[src/rtl/code_conv_pkg.sv]
// Shared definitions for the code-converter scheduler: FSM state encoding and
// the default code width of the external converter.
package code_conv_pkg;

  localparam int CODE_W = 4;

  typedef enum logic [1:0] {
    ST_IDLE   = 2'd0,
    ST_SETTLE = 2'd1,
    ST_RESP   = 2'd2
  } state_t;

endpackage

[src/rtl/code_converter_scheduler_rr_arbiter.sv]
// Combinational round-robin arbiter: the first requester at or above ptr wins,
// otherwise the search wraps around to the lowest active requester.
module rr_arbiter #(
  parameter  int N_REQ = 2,
  localparam int ID_W  = $clog2(N_REQ)
) (
  input  logic [N_REQ-1:0] req,
  input  logic [ID_W-1:0]  ptr,
  output logic [N_REQ-1:0] grant,
  output logic [ID_W-1:0]  grant_idx,
  output logic             any
);

  logic            hi_found;
  logic            lo_found;
  logic [ID_W-1:0] hi_idx;
  logic [ID_W-1:0] lo_idx;

  // NOTE: every variable written here gets a default first; a path that leaves
  // one unassigned would infer a latch.
  always_comb begin
    hi_found = 1'b0;
    lo_found = 1'b0;
    hi_idx   = '0;
    lo_idx   = '0;
    // Descending scan: the last hit is the lowest index in each region.
    for (int i = N_REQ - 1; i >= 0; i--) begin
      if (req[i]) begin
        lo_found = 1'b1;
        lo_idx   = ID_W'(i);
        if (ID_W'(i) >= ptr) begin
          hi_found = 1'b1;
          hi_idx   = ID_W'(i);
        end
      end
    end
    any       = lo_found;
    grant_idx = hi_found ? hi_idx : lo_idx;
    grant     = '0;
    if (lo_found) grant[grant_idx] = 1'b1;
  end

endmodule

[src/rtl/code_converter_scheduler.sv]
// Time-shares one external combinational code converter among N_REQ requesters
// and returns each result, tagged with the requester ID, on a valid/ready port.
module code_converter_scheduler
  import code_conv_pkg::*;
#(
  parameter  int WIDTH  = CODE_W,
  parameter  int N_REQ  = 2,
  parameter  int SETTLE = 1,
  localparam int ID_W   = $clog2(N_REQ)
) (
  input  logic                   clk,
  input  logic                   rst,
  input  logic [N_REQ-1:0]       req_valid,
  input  logic [N_REQ*WIDTH-1:0] req_data,
  output logic [N_REQ-1:0]       req_ready,
  output logic [WIDTH-1:0]       conv_in,
  input  logic [WIDTH-1:0]       conv_out,
  output logic                   resp_valid,
  output logic [WIDTH-1:0]       resp_data,
  output logic [ID_W-1:0]        resp_id,
  input  logic                   resp_ready,
  output logic                   busy
);

  localparam int                CNT_W    = $clog2(SETTLE + 1);
  localparam logic [CNT_W-1:0]  CNT_LAST = CNT_W'(SETTLE - 1);

  state_t           state;
  state_t           state_next;
  logic [CNT_W-1:0] cnt;
  logic [ID_W-1:0]  ptr;
  logic [N_REQ-1:0] grant;
  logic [ID_W-1:0]  grant_idx;
  logic             any;
  logic [WIDTH-1:0] sel_data;
  logic             accept;
  logic             capture;
  logic             done;

  rr_arbiter #(.N_REQ(N_REQ)) u_arb (
    .req       (req_valid),
    .ptr       (ptr),
    .grant     (grant),
    .grant_idx (grant_idx),
    .any       (any)
  );

  always_comb begin
    sel_data = '0;
    for (int i = 0; i < N_REQ; i++) begin
      if (grant[i]) sel_data = req_data[i*WIDTH +: WIDTH];
    end
  end

  always_comb begin
    state_next = state;
    req_ready  = '0;
    accept     = 1'b0;
    capture    = 1'b0;
    done       = 1'b0;
    unique case (state)
      ST_IDLE: begin
        // grant is all-zero when nobody requests, so no accept strobe leaks out.
        req_ready = grant;
        if (any) begin
          accept     = 1'b1;
          state_next = ST_SETTLE;
        end
      end
      ST_SETTLE: begin
        if (cnt == CNT_LAST) begin
          capture    = 1'b1;
          state_next = ST_RESP;
        end
      end
      ST_RESP: begin
        if (resp_ready) begin
          done       = 1'b1;
          state_next = ST_IDLE;
        end
      end
      default: state_next = ST_IDLE;
    endcase
  end

  // NOTE: clocked state uses non-blocking assignments so every register samples
  // pre-edge values regardless of process evaluation order.
  always_ff @(posedge clk) begin
    if (rst) state <= ST_IDLE;
    else     state <= state_next;
  end

  always_ff @(posedge clk) begin
    if (rst) begin
      conv_in    <= '0;
      resp_valid <= 1'b0;
      resp_data  <= '0;
      resp_id    <= '0;
      cnt        <= '0;
      ptr        <= '0;
    end else begin
      if (accept) begin
        conv_in <= sel_data;
        resp_id <= grant_idx;
        cnt     <= '0;
        ptr     <= (grant_idx == ID_W'(N_REQ - 1)) ? '0 : grant_idx + ID_W'(1);
      end
      if (state == ST_SETTLE) cnt <= cnt + CNT_W'(1);
      if (capture) begin
        resp_data  <= conv_out;
        resp_valid <= 1'b1;
      end
      if (done) resp_valid <= 1'b0;
    end
  end

  assign busy = (state != ST_IDLE);

endmodule

[config.mk]
export PLATFORM = sky130hd
export DESIGN_NAME = code_converter_scheduler
export DESIGN_NICKNAME = d
export VERILOG_FILES = /design/src/rtl/code_conv_pkg.sv /design/src/rtl/code_converter_scheduler_rr_arbiter.sv /design/src/rtl/code_converter_scheduler.sv
export SDC_FILE = /design/constraint.sdc
export NUM_CORES = 1
export LEC_CHECK = 0
export BUFFER_PORTS_ARGS = -buffer_cell sky130_fd_sc_hd__buf_4
export CAP_MARGIN = 40
export CORE_MARGIN = 5
export CORE_UTILIZATION = 43
export CTS_CLUSTER_SIZE = 40
export DETAILED_ROUTE_END_ITERATION = 10
export GPL_TIMING_DRIVEN = 0
export PLACE_DENSITY = 0.75
export SLEW_MARGIN = 15
export SYNTH_ARGS = -nofsm -noshare
export SYNTH_HDL_FRONTEND = slang
export SYNTH_SLANG_ARGS = --single-unit
export TNS_END_PERCENT = 10
[constraint.sdc]
create_clock -name clk -period 1.3 [get_ports clk]
set_input_delay 0.195 -clock clk [delete_from_list [all_inputs] [get_ports clk]]
set_output_delay 0.195 -clock clk [all_outputs]
set_load 0.005 [all_outputs]
# --- After elaboration in Yosys (flattened, before gate mapping) ---
# Cells that the tools add are included.
classes:
  eq_ne: 5
  n_lt_le_gt_ge: 4
  n_addsub: 2
  muxes: 29
  reduce_logical: 6
op_table:
  columns: ["cell", "count"]
  rows:
  - ["two-way mux 1 bit", 20]
  - ["two-way mux 2 bit", 5]
  - ["two-way mux 4 bit", 2]
  - ["!= test 2 bit (second input constant)", 3]
  - ["one-hot mux 2 bit (3 select lines)", 1]
  - ["nonzero test 2 bit", 2]
  - ["AND reduction 3 bit", 1]
  - ["adder 1 bit (second input constant)", 2]
  - ["equality test 2 x 1 -> 1 bit (second input constant)", 1]
  - ["equality test 2 bit (second input constant)", 1]
  - ["greater-or-equal comparator 1 bit (first input constant)", 2]
  - ["zero test 2 bit", 1]
  - ["less-than comparator 1 x 2 -> 1 bit (second input constant)", 1]
  - ["OR reduction 2 bit", 1]
  - ["demux 1 bit (select 1 bit)", 1]
  - ["greater-or-equal comparator 1 bit (second input constant)", 1]
  - ["logical AND 1 bit", 1]
word_totals:
  ff_bits: 14
  in_bits: 17
  output_inout_bits: 13
  word_cells: 53

# --- Logic depth before layout (Yosys ltp) ---
logic_depth:
  depth_word: 13
  depth_mapped: 4
  depth_no_buf: 3

# --- By module ---
# Synthesis repeated with hierarchy kept, for this count alone.
unflattened:
  hier_cells: 72
  hier_area_um2: 623.1
by_module_without_submodules:
  columns: ["module", "instances", "cells_per_inst", "area_each_um2", "seq_area_each_um2"]
  rows:
  - ["code_converter_scheduler", 1, 67, 590.6, 280.3]
  - ["rr_arbiter", 1, 5, 32.5, 0.0]

# --- Worst setup path after synthesis ---
# No wires, ideal clock.
synth_timing:
  kind: "register -> register"
  startpoint: "register state[0]"
  endpoint: "register resp_data[0]"
  period_less_slack_ns: 1.054
  setup_slack_ns: 0.246
  setup_ns: 0.131
  arrival_time_ns: 0.923
  required_time_ns: 1.169
  n_path_buf: 0
  path_stages_with_launch: 4
  cell_sequence: "dfxtp_1 nor3b_4 mux2i_1 nor2_1"
synth_via:
  elab_chain_cells: 2
synth_lines:
  columns: ["element", "line_no", "rtl"]
  rows:
  - ["start: declaration", "code_converter_scheduler.sv:28", "state_t state;"]
  - ["start signal: assignment", "code_converter_scheduler.sv:90", "else state <= state_next;"]
  - ["equality test 2 x 1 -> 1 bit", "code_converter_scheduler.sv:61", "unique case (state)"]
  - ["two-way mux 1 bit", "code_converter_scheduler.sv:61", null]
  - ["end signal: assignment", "code_converter_scheduler.sv:110", "resp_data <= conv_out;"]
  - ["end: declaration", "code_converter_scheduler.sv:19", "output logic [WIDTH-1:0] resp_data,"]
# No other way between the ends.
# A chain may end at the register's enable or synchronous reset.

# --- Worst setup path in the final report ---
layout_timing:
  startpoint: "register ptr"
  endpoint: "output req_ready[1]"
layout_via:
  elab_chain_cells: 12
layout_lines:
  columns: ["element", "line_no", "rtl"]
  rows:
  - ["start: declaration", "code_converter_scheduler.sv:31", "logic [ID_W-1:0] ptr;"]
  - ["start signal: assignment", "code_converter_scheduler.sv:106", "ptr <= (grant_idx == ID_W'(N_REQ - 1)) ? '0 : grant_idx + ID_W'(1);"]
  - ["greater-or-equal comparator 1 bit", "code_converter_scheduler_rr_arbiter.sv:31", "if (ID_W'(i) >= ptr) begin"]
  - ["two-way mux 1 bit", "code_converter_scheduler_rr_arbiter.sv:31", null]
  - ["two-way mux 1 bit", "code_converter_scheduler_rr_arbiter.sv:28", "if (req[i]) begin"]
  - ["two-way mux 1 bit", "code_converter_scheduler_rr_arbiter.sv:31", null]
  - ["two-way mux 1 bit", "code_converter_scheduler_rr_arbiter.sv:28", null]
  - ["two-way mux 1 bit (*)", "code_converter_scheduler_rr_arbiter.sv:38", "grant_idx = hi_found ? hi_idx : lo_idx;"]
  - ["less-than comparator 1 x 2 -> 1 bit (not written as such) or greater-or-equal comparator 1 bit (tied branches)", "code_converter_scheduler_rr_arbiter.sv:40", "if (lo_found) grant[grant_idx] = 1'b1;"]
  - ["logical AND 1 bit (not written as such)", "code_converter_scheduler_rr_arbiter.sv:40", null]
  - ["two-way mux 1 bit (not written as such)", "code_converter_scheduler_rr_arbiter.sv:40", null]
  - ["demux 1 bit (select 1 bit) (*)", null, null]
  - ["two-way mux 2 bit (*)", "code_converter_scheduler_rr_arbiter.sv:40", null]
  - ["two-way mux 2 bit (*)", "code_converter_scheduler.sv:61", null]
  - ["end: declaration", "code_converter_scheduler.sv:15", "output logic [N_REQ-1:0] req_ready,"]
# Mark *: on every way between the ends. The rest lies on a longest branch, timed or not.

==> results_dict.tcl <==
set metrics [dict create \
    status "complete, no violations" \
    grt_usage_pct 14.7 \
    critical_path.max_stage_delay_ps 370 \
    setup_viol 0 \
    yosys-top-cells-count "dfxtp_1 (14), nor2_1 (8), a21oi_1 (7)" \
    yosysWarnings 0 \
    synth_top_area_share_pct 43.8 \
    grt_pass1_vias 686 \
    htreeDepth 1 \
    initial_utilization_pct 44.0 \
    end_kind "output port" \
    maxSlewViolCount 0 \
    postRouteAntennaNets 0 \
    core_sq_mm 0.00145 \
    hold_slack_ps 103 \
    place_area_sq_um 877 \
    drtPass1Iterations 4 \
    gp_congestion 0.716 \
    crit_chain "nand2b_4 -> and3_4 -> buf_4" \
    ys_top_cells_by_area "dfxtp_1 (44%), a211oi_2 (7.8%), mux2i_1 (6.3%)" \
    avgViaCountPerCell 5.32 \
    synth_cell_type_count 26 \
    max_freq_ghz 0.770 \
    max_slew_margin_pct 66.1 \
    crit_path_max_fanout 5 \
    routed_wl_mm 1.70 \
    tightest_slew_ps 509 \
    cts_made_buffers 3 \
    portBuffers 29 \
    vias 617 \
    synth_seq_cells 14 \
    r2r_slack_ps 30 \
    cts.sinks 14 \
    root_buffer "clkbuf_4" \
    grt_pass1_wl_mm 2.79 \
    wl_per_cell_um 14.7 \
    drive_above_1_share_pct 54.0 \
    crit_type "reg2out" \
    path_clk_slew_ps 80 \
    netlist.top_cell.by_area "dfxtp_1" \
    pwr-share-clk_pct 21.8 \
    syn_nets 80 \
    async_flop_share_pct 0 \
    p_leak_nw 0.433 \
    cts_tree "done" \
    layout_min_cycle_time_ps 1300 \
    rsz0062_at_grt "true" \
    antenna_found_initial 0 \
    seq_power_share_pct 45.6 \
    grt-ovfl-total 0 \
    dieWidth_um 48.6 \
    synth_edf_count 0 \
    total_power_w 0.00113 \
    hold_viol_final 0 \
    arrival_ps 1100 \
    powerDensity_mw_per_mm2 1150 \
    p_sw_w 0.000328 \
    drtIter0Drc 7 \
    hpwl_mm 1.17 \
    pwr-share-comb_pct 32.6 \
    nNetsFinal 119 \
    syn_inst 63 \
    period_share_pct 99.9 \
    min_path_type "in2reg" \
    cell_internal_pwr_w 0.000800 \
    grt_start_max_net_pins 11 \
    synth_most_common_cell "dfxtp_1" \
    floorplan.die_area_sq_mm 0.00236 \
    die_y_um 48.6 \
    netlist_area_sq_um 639 \
    start_kind "flop" \
    fin_worst_skew_ps 1.28 \
    avgSynthCellArea_sq_um 10.1 \
    clockBufferDepth 2 \
    rows 14 \
    ios 30 \
    antennaDiodeCount 0 \
    cap_viol_max_count 0 \
    ir_worst_vdd_mv 0.653 \
    swShare_pct 29.1 \
    area_growth_syn_to_layout_pct 53.2 \
    critPathRequiredTime_ps 1110 \
    synthFlopType "dfxtp_1" \
    cp_slowest_cell "dfxtp_2" \
    drc 0 \
    insertion_delay_ps 280 \
    final_area_sq_um 980 \
    yosysSeqAreaShare_pct 43.8 \
]
-- metrics by stage --
| stage | utilization [%] | instances | setup WS (ps) | TNS (ps) |
|---|---|---|---|---|
| after floorplan | - | 63 | 246 | 0 |
| after global placement | 60.3 | 108 | 149 | 0 |
| after detailed placement | 60.3 | 108 | 106 | 0 |
| after CTS | 66.4 | 115 | 12.2 | 0 |
| after global routing | 67.4 | 116 | -52.7 | -188 |
| final | 67.4 | 116 | 1.29 | 0 |
-- per-layer routing --
layer | vias up | global-route usage, % | part of all wire [%]
li1 | 305 | - | -
met1 | 288 | 14.6 | 40
met2 | 19 | 27.4 | 53
met3 | 5 | 4.29 | 5.8
met4 | 0 | 6.73 | 2.0
met5 | - | 0 | 0
-- final cells by class --
type,count,area (sq um)
plain buffers,3,26.3
multi-input cells,44,359
repair buffers,34,255
inverters,2,7.51
clock buffers,3,22.5
flip-flops and latches,14,289
fillers,130,474
well taps,16,20.0
-- flip-flops by register name, summed over array words and instances (netlist names) --
register / flops
cnt: 1
conv_in: 4
ptr: 1
resp_data: 4
resp_id: 1
resp_valid: 1
state: 2
-- kinds of logic (layout without fill, tap and decap cells) --
family / count (synthesis) / in the layout / share of synthesized area [%]
compound gates: 22 / 22 / 27.2
simple gates: 17 / 17 / 16.6
xor+xnor: 1 / 1 / 1.37
buf+inv: 5 / 42 / 4.70
flops: 14 / 14 / 43.8
mux: 4 / 4 / 6.26
-- power by group through the flow --
| stage | clock (W) | sequential [W] | combinational, W |
|---|---|---|---|
| floorplan | 0 | 0.000518 | 0.000172 |
| global placement | 0 | 0.000518 | 0.000306 |
| detailed placement | 0 | 0.000519 | 0.000316 |
| CTS | 0.000246 | 0.000512 | 0.000359 |
| global route | 0.000275 | 0.000520 | 0.000402 |
| finish | 0.000246 | 0.000514 | 0.000368 |
-- cell usage in the layout, fill, tap and decap left out, drive strengths merged, types with 2 or more instances in the layout --
cell type / synthesis / routed
buf: 2 / 36
dfxtp: 14 / 14
nor2: 8 / 8
a21oi: 7 / 7
a32oi: 4 / 4
a211oi: 4 / 4
mux2i: 4 / 4
clkbuf: 1 / 4
inv: 2 / 2
nor2b: 2 / 2
a21boi: 2 / 2
and2: 2 / 2
-- worst paths after layout --
path	startpoint	end	depth (start not counted)
max	ptr	req_ready[1]	3
min	rst	conv_in[3]	2
max reg2reg	state[1]	resp_data[3]	4
min reg2reg	resp_valid	resp_valid	2
-- worst max-delay path, delay by kind of cell (launching register included) --
family / cells / cell delay [ps]
flip-flops: 1 / 370
AND/OR/NAND/NOR: 2 / 340
buffers and inverters: 1 / 100
-- what timing repair did --
item	in CTS	in global routing
pin swaps	0	1
resized for setup	11	1
hold buffers	0	0
endpoints found under the setup margin	3	6
setup buffers	4	1
No activity file was read; power rests on OpenSTA's default activity.
